File: src/rtl/sn_pkg.sv
// sn_pkg: shared types and helpers for the stochastic stream generator
package sn_pkg;
  typedef enum logic {IDLE, RUN} state_t;
  localparam logic [3:0] SEED_DEF = 4'h1;
  function automatic logic [3:0] to_offset(input logic [3:0] x);
    return {~x[3], x[2:0]};
  endfunction
  function automatic logic [3:0] rotl(input logic [3:0] v, input int k);
    logic [7:0] d;
    d = {v, v} << (k % 4);
    return d[7:4];
  endfunction
endpackage

File: src/rtl/sn_lfsr.sv
// sn_lfsr: 4-bit x^4+x^3+1 LFSR; SNG_DEBRUIJN_EN inserts 0000 after 1000 for a 16-state cycle
module sn_lfsr
  import sn_pkg::*;
#(
  parameter logic [3:0] RST_VAL = SEED_DEF
) (
  input  logic       clk,
  input  logic       rst_n,
  input  logic       load,
  input  logic [3:0] seed,
  input  logic       step,
  output logic [3:0] q
);
  logic fb;
`ifdef SNG_DEBRUIJN_EN
  assign fb = q[3] ^ q[2] ^ (q[2:0] == 3'b000);
`else
  assign fb = q[3] ^ q[2];
`endif
  // shift register: seed on load, advance on step
  always_ff @(posedge clk or negedge rst_n)
    if (!rst_n) q <= RST_VAL;
    else if (load) q <= seed;
    else if (step) q <= {q[2:0], fb};
endmodule

File: src/rtl/sn_stream_gen.sv
// sn_stream_gen: binary-to-bipolar-stochastic encoder, LANES streams; SNG_DEBRUIJN_EN selects 16-state sequence
module sn_stream_gen
  import sn_pkg::*;
#(
  parameter int         LANES = 4,
  parameter int         LEN_W = 4,
  parameter logic [3:0] SEED  = SEED_DEF
) (
  input  logic                  i_clk_sng,
  input  logic                  i_rst_n_sng,
  input  logic                  i_valid_sng,
  output logic                  o_ready_sng,
  input  logic [LANES-1:0][3:0] i_x_sng,
  input  logic [LEN_W-1:0]      i_len_sng,
  output logic                  o_sn_valid_sng,
  input  logic                  i_sn_ready_sng,
  output logic [LANES-1:0]      o_sn_bit_sng,
  output logic                  o_last_sng
);
  state_t state, state_nx;
  logic [LANES-1:0][3:0] xoff;
  logic [LEN_W-1:0] len_q, cnt;
  logic [3:0] lfsr;
  logic run, accept, xfer;
  assign run    = state == RUN;
  assign accept = i_valid_sng & o_ready_sng;
  assign xfer   = o_sn_valid_sng & i_sn_ready_sng;
  // state register
  always_ff @(posedge i_clk_sng or negedge i_rst_n_sng)
    if (!i_rst_n_sng) state <= IDLE;
    else state <= state_nx;
  // next state: start on accept, finish when the last bit is taken
  always_comb begin
    state_nx = state;
    if (!run) state_nx = accept ? RUN : IDLE;
    else state_nx = (xfer & o_last_sng) ? IDLE : RUN;
  end
  // handshake outputs derived from state and counter
  always_comb begin
    o_ready_sng    = !run;
    o_sn_valid_sng = run;
    o_last_sng     = run & (cnt == len_q);
  end
  // operands latched on accept; counter advances per transferred bit
  always_ff @(posedge i_clk_sng or negedge i_rst_n_sng)
    if (!i_rst_n_sng) begin
      xoff  <= '0;
      len_q <= '0;
      cnt   <= '0;
    end else if (accept) begin
      for (int i = 0; i < LANES; i++) xoff[i] <= to_offset(i_x_sng[i]);
      len_q <= i_len_sng;
      cnt   <= '0;
    end else if (xfer) cnt <= cnt + 1'b1;
  sn_lfsr #(.RST_VAL(SEED)) u_lfsr (
    .clk  (i_clk_sng),
    .rst_n(i_rst_n_sng),
    .load (accept),
    .seed (SEED),
    .step (xfer),
    .q    (lfsr)
  );
  for (genvar k = 0; k < LANES; k++) begin : g_lane
    assign o_sn_bit_sng[k] = run & (rotl(lfsr, k) < xoff[k]);
  end
endmodule
File: config.mk
export PLATFORM = sky130hd
export DESIGN_NAME = sn_stream_gen
export DESIGN_NICKNAME = d
export VERILOG_FILES = /design/src/rtl/sn_pkg.sv /design/src/rtl/sn_lfsr.sv /design/src/rtl/sn_stream_gen.sv
export SDC_FILE = /design/constraint.sdc
export NUM_CORES = 1
export LEC_CHECK = 0
export CAP_MARGIN = 10
export CORE_UTILIZATION = 45
export CTS_CLUSTER_DIAMETER = 120
export DETAILED_ROUTE_END_ITERATION = 16
export GPL_TIMING_DRIVEN = 0
export PLACE_DENSITY = 0.78
export SYNTH_ARGS = -nofsm -noshare
export SYNTH_HDL_FRONTEND = slang
export SYNTH_SLANG_ARGS = --single-unit
File: constraint.sdc
create_clock -name i_clk_sng -period 1.8 [get_ports i_clk_sng]
set_input_delay 0.54 -clock i_clk_sng [delete_from_list [all_inputs] [get_ports i_clk_sng]]
set_output_delay 0.54 -clock i_clk_sng [all_outputs]
set_load 0.05 [all_outputs]
==> reports/metrics.cfg <==
[synthesis]
synthesis.area_mm2 = 0.00147
synth_xor_xnor_area_share_pct = 2.97
synth_warnings = 0
ys_ff_latch = 29
yosys.area_share.simple_pct = 15.2
synthMuxAreaShare_pct = 0.765
synth_fa_ha_area_share_pct = 11.0
ys_seq_area_share_pct = 49.4
syn-num-nets = 187
async_reset_ff_share_pct = 100
synth_edf_count = 0
synth_top_family_by_area = compound AO/OA/AOI/OAI gates
synth.distinct_cells = 27
synthCells = 150
synth_compound_area_share_pct = 15.5
avgSynthCellArea_um2 = 9.82
synth_flop_cell = dfrtp_1

[critical_path]
r2r_start = o_sn_valid_sng
r2r_slack_ps = 480
ff2ff_path_depth = 5
reg2reg_to = len_q[0]
path_common_cell = a21o_1
criticalPathCategory = flip-flop to output port
critPathLaunchType = flip-flop
worstPathArrival_ps = 1900
required_ps = 1260
path_max_fanout = 4
slowest_stage = dfstp_2
critPathCaptureType = output port
cp_cell_sequence = ha_4 -> a21o_1 -> a21o_1 -> a211oi_4 -> buf_6
cp_slowest_stage_delay_ps = 610

[cts]
clkTransAtPathRegs_ps = 90
numCtsBuffers = 5
clock_path_buffers = 2
cts_tree = built
h-tree-depth = 2
root_buffer = clkbuf_4
cts.sinks = 29
insertion_delay_ps = 330

[drt]
drt_wl_total_um = 3130
num_vias = 1193
first_pass_iters = 4
wl_per_cell_um = 12.9
ant_nets = 0
drt-initial-drc-count = 37
drc = 0
avgViaCountPerCell = 4.93

[timing]
tightest_slew_ps = 632
period_minus_slack_ps = 2440
rsz0062_at_grt = true
setup_viol = 5
hold_viol = 0
fin_ws_ps = -637
setup_tns_ps = -2450
drv_slew = 0
slew_headroom_pct = 57.9
finClkSkew_ps = 7.22
period_share_pct = 135
max_freq_ghz = 0.410

[floorplanning]
die_x_um = 59.2
dieArea_mm2 = 0.00351
dieHeight_um = 59.2
boundaryPins = 31
initial_core_util_pct = 47.8
core_mm2 = 0.00308
rows = 20

[cells_and_area]
n_antenna_cell = 0
final_util_pct = 67.0
syn2layout_area_growth_pct = 39.9
stdcell_count = 242
drive_above_1_share_pct = 25.3
layout.nets = 234
final_cell_mix = 37 x nand2_1, 24 x dfrtp_1, 22 x clkdlybuf4s50_1, 11 x inv_1, 11 x buf_4
final_common_cell = nand2_1

[global_routing]
grt_max_degree = 30
grt_pass1_wl_um = 5390
overflow = 0
grt_use_total_pct = 21.5
antenna_found_initial = 0
grt_pass1_vias = 1201

[pwr]
p_per_area_mw_per_mm2 = 1950
max-vdd-ir-drop_uv = 906
p_leak_uw = 0.00100

[place]
place_hpwl_um = 2190
dp.cells = 224
portBuffers = 30
place_congestion = 0.761

[run]
maxCapViolCount = 0

[worst_hold_path]
hp-class = input pin to async pin

[outcome]
status = finished with violations
violations = negative setup slack

worst max path at each step:
stage | from | endpoint | cells past startpoint
2_1_floorplan | u_lfsr.q[0] | o_sn_bit_sng[1] | 4
3_3_place_gp | u_lfsr.q[0] | o_sn_bit_sng[1] | 5
3_5_place_dp | u_lfsr.q[0] | o_sn_bit_sng[1] | 5
4_1_cts | u_lfsr.q[0] | o_sn_bit_sng[1] | 5
5_1_grt | u_lfsr.q[0] | o_sn_bit_sng[1] | 5
6_report | u_lfsr.q[0] | o_sn_bit_sng[1] | 5
cells by family after synthesis:
family          count (synthesis)
xor+xnor                        5
simple gates                   52
flops                          29
compound gates                 32
buf+inv                        18
mux                             1
fa+ha+maj                      13
what timing repair did:
item	CTS	global route
setup buffers	8	2
hold buffers	0	0
hold endpoints to repair	0	0
gates resized for setup	56	0
pin swaps	6	4
setup endpoints to repair	7	5
worst max-delay path, delay by kind of cell, from the launching register on:
family / cells / cell delay [ps]
DFF: 1 / 610
adders and majority gates: 1 / 210
AOI/OAI and AO/OA: 3 / 560
buffers and inverters: 1 / 190
layout make-up:
class	instances	area (um^2)
Tap cell	44	55.1
Buffer	5	27.5
Timing Repair Buffer	40	383
Inverter	13	51.3
Multi-Input combinational cell	103	753
Fill cell	245	1020
Clock buffer	8	58.8
Sequential cell	29	732
power by group:
| group | switching, uW | internal (uW) |
|---|---|---|
| clock | 217 | 192 |
| sequential | 214 | 966 |
| combinational | 1270 | 1150 |
| total | 1700 | 2310 |
through the flow:
step                      area, um^2  worst slack [ps]  hold WS (ps)  power [uW]
after floorplan                 1520              -338           244        2730
after global placement          1870              -893           467        3190
after detailed placement        1870              -916           472        3280
after CTS                       2050              -637           499        3990
after global routing            2060              -682           243        4320
final                           2060              -637           211        4010
synthesized netlist by cell type, drive strengths merged (2+ instances only):
library cell	n	area share (%)
dfrtp	28	48
nand3	2	0.68
o21ai	13	4.4
a21oi	3	1.0
ha	13	11
a211oi	4	3.4
nor2	3	0.94
a21o	8	4.1
a22o	4	2.5
nand2	37	9.4
inv	13	3.3
nand2b	4	1.7
and2	2	0.85
xor2	4	2.4
buf	5	1.9
sequential cells by signal (all words and copies together), names as in the netlist:
signal / count
o_sn_valid_sng: 1
cnt: 4
len_q: 4
xoff: 16
u_lfsr.q: 4
per-layer routing:
| layer | global-route usage (%) | wire [um] |
|---|---|---|
| met5 | 0 | 0 |
| met4 | 12.9 | 92 |
| met3 | 5.02 | 119 |
| met2 | 34.2 | 1550 |
| met1 | 26.6 | 1370 |
No activity file was read; power rests on OpenSTA's default activity.
==> RTL change, RTL diff (same flow settings) <==
The option `SNG_DEBRUIJN_EN` is turned on by a define.
--- a/src/rtl/sn_lfsr.sv
+++ b/src/rtl/sn_lfsr.sv
@@ -1,4 +1,6 @@
 // sn_lfsr: 4-bit x^4+x^3+1 LFSR; SNG_DEBRUIJN_EN inserts 0000 after 1000 for a 16-state cycle
+`define SNG_DEBRUIJN_EN
+
 module sn_lfsr
   import sn_pkg::*;
 #(
Formal check against the unedited RTL: same outputs for any inputs over 10 cycles, from zero or initial values and one cycle with i_rst_n_sng low; that may be too few to reach the edited logic, so the function may still have changed.
==> RTL change against the unedited design <==
The run still ends with setup timing left. Clock power increased by 13%. Die area is 0.74% higher. Routed wire length up 14%. Sequential cell count did not move. Setup slack improved by 0.017 ns. Via count is 10% higher. Clock skew is 0.0096 ns higher. Register-to-register slack got worse by 0.36 ns. Total power rose by 23%. Area after synthesis rose by 0.76%. Critical path depth unchanged. Cell area is 8.9% higher. Largest cell class unchanged. Highest routed layer unchanged.
==> RTL change: results (changes against the unedited design) <==
- Outcome: finished with violations
- Failing checks: setup timing
- Max Fanout on Critical Path: 3 (-1)
- Synth area leaders: dfrtp_1, ha_1, nand2_1
- Synth cell types: 28 (+3.7%)
- Internal power: 2.73 mW (+18%)
- Final worst slack: -0.620 ns (+0.0172 ns)
- First-pass GRT wire length: 6050 µm (+12%)
- Starting DRT DRC Count: 32 (-14%)
- Clk tree area frac: 3.12% (+0.27 points)
- GP Congestion: 0.797 (+4.8%)
- Placed Area: 0.00189 mm² (+0.67%)
- Worst slew margin: 57.2% (-0.65 points)
- Syn nets: 193 (+3.2%)
- Final non-clock buffer share: 21.9% (+1.9 points)
- Worst R2R Path Depth: 9 (+4)
- Via-to-Cell Ratio: 5.09 (+3.3%)
- FF-to-FF Start: cnt[0]$_DFFE_PN0P_
- Final WL: 3580 µm (+14%)
- Filler cells: 243 (-0.82%)
- Multi-input logic area: 838 µm² (+11%)
- # setup viols final: 6 (+1)
- Inverters: 14 (+1)
- Vias in the first global route: 1364 (+14%)
- Placed cells: 230 (+2.7%)
- Sequential cell area fraction in the yosys report: 49.0% (-0.37 points)
- Final #Nets: 250 (+6.8%)
- Total negative slack: -2.69 ns (-0.231 ns)
==> RTL change: changes by cell type after synthesis, moves of 2 or more <==
cell	change
a211oi_1	+2
a211oi_2	-2
inv_1	+2
nand2_1	+2
o21ai_0	+7
o21ai_1	-5
==> RTL change: metal layers <==
layer  share of wire [%]  track usage [%]
met1                  41             27.7
met3                 4.5             6.11
met4                 2.5             14.3
met2                  52             40.4
met5                   0                0
==> RTL change: repair_timing <==
item,in CTS,in global routing
setup endpoints to repair,8,8
hold buffers,0,0
gates resized for setup,62,7
pin swaps,9,4
setup buffers,21,3
==> RTL change: logic make-up (layout without fill, tap and decap cells) <==
family                     count (synthesis)  count (layout)  share of synthesized area (%)
and+or+nand+nor                           56              56                           16.6
DFF                                       29              29                           49.0
AOI/OAI and AO/OA                         35              35                           15.7
xor gates and xnor gates                   4               4                           2.36
buffers and inverters                     19              77                           5.40
adders and majority gates                 13              13                           11.0
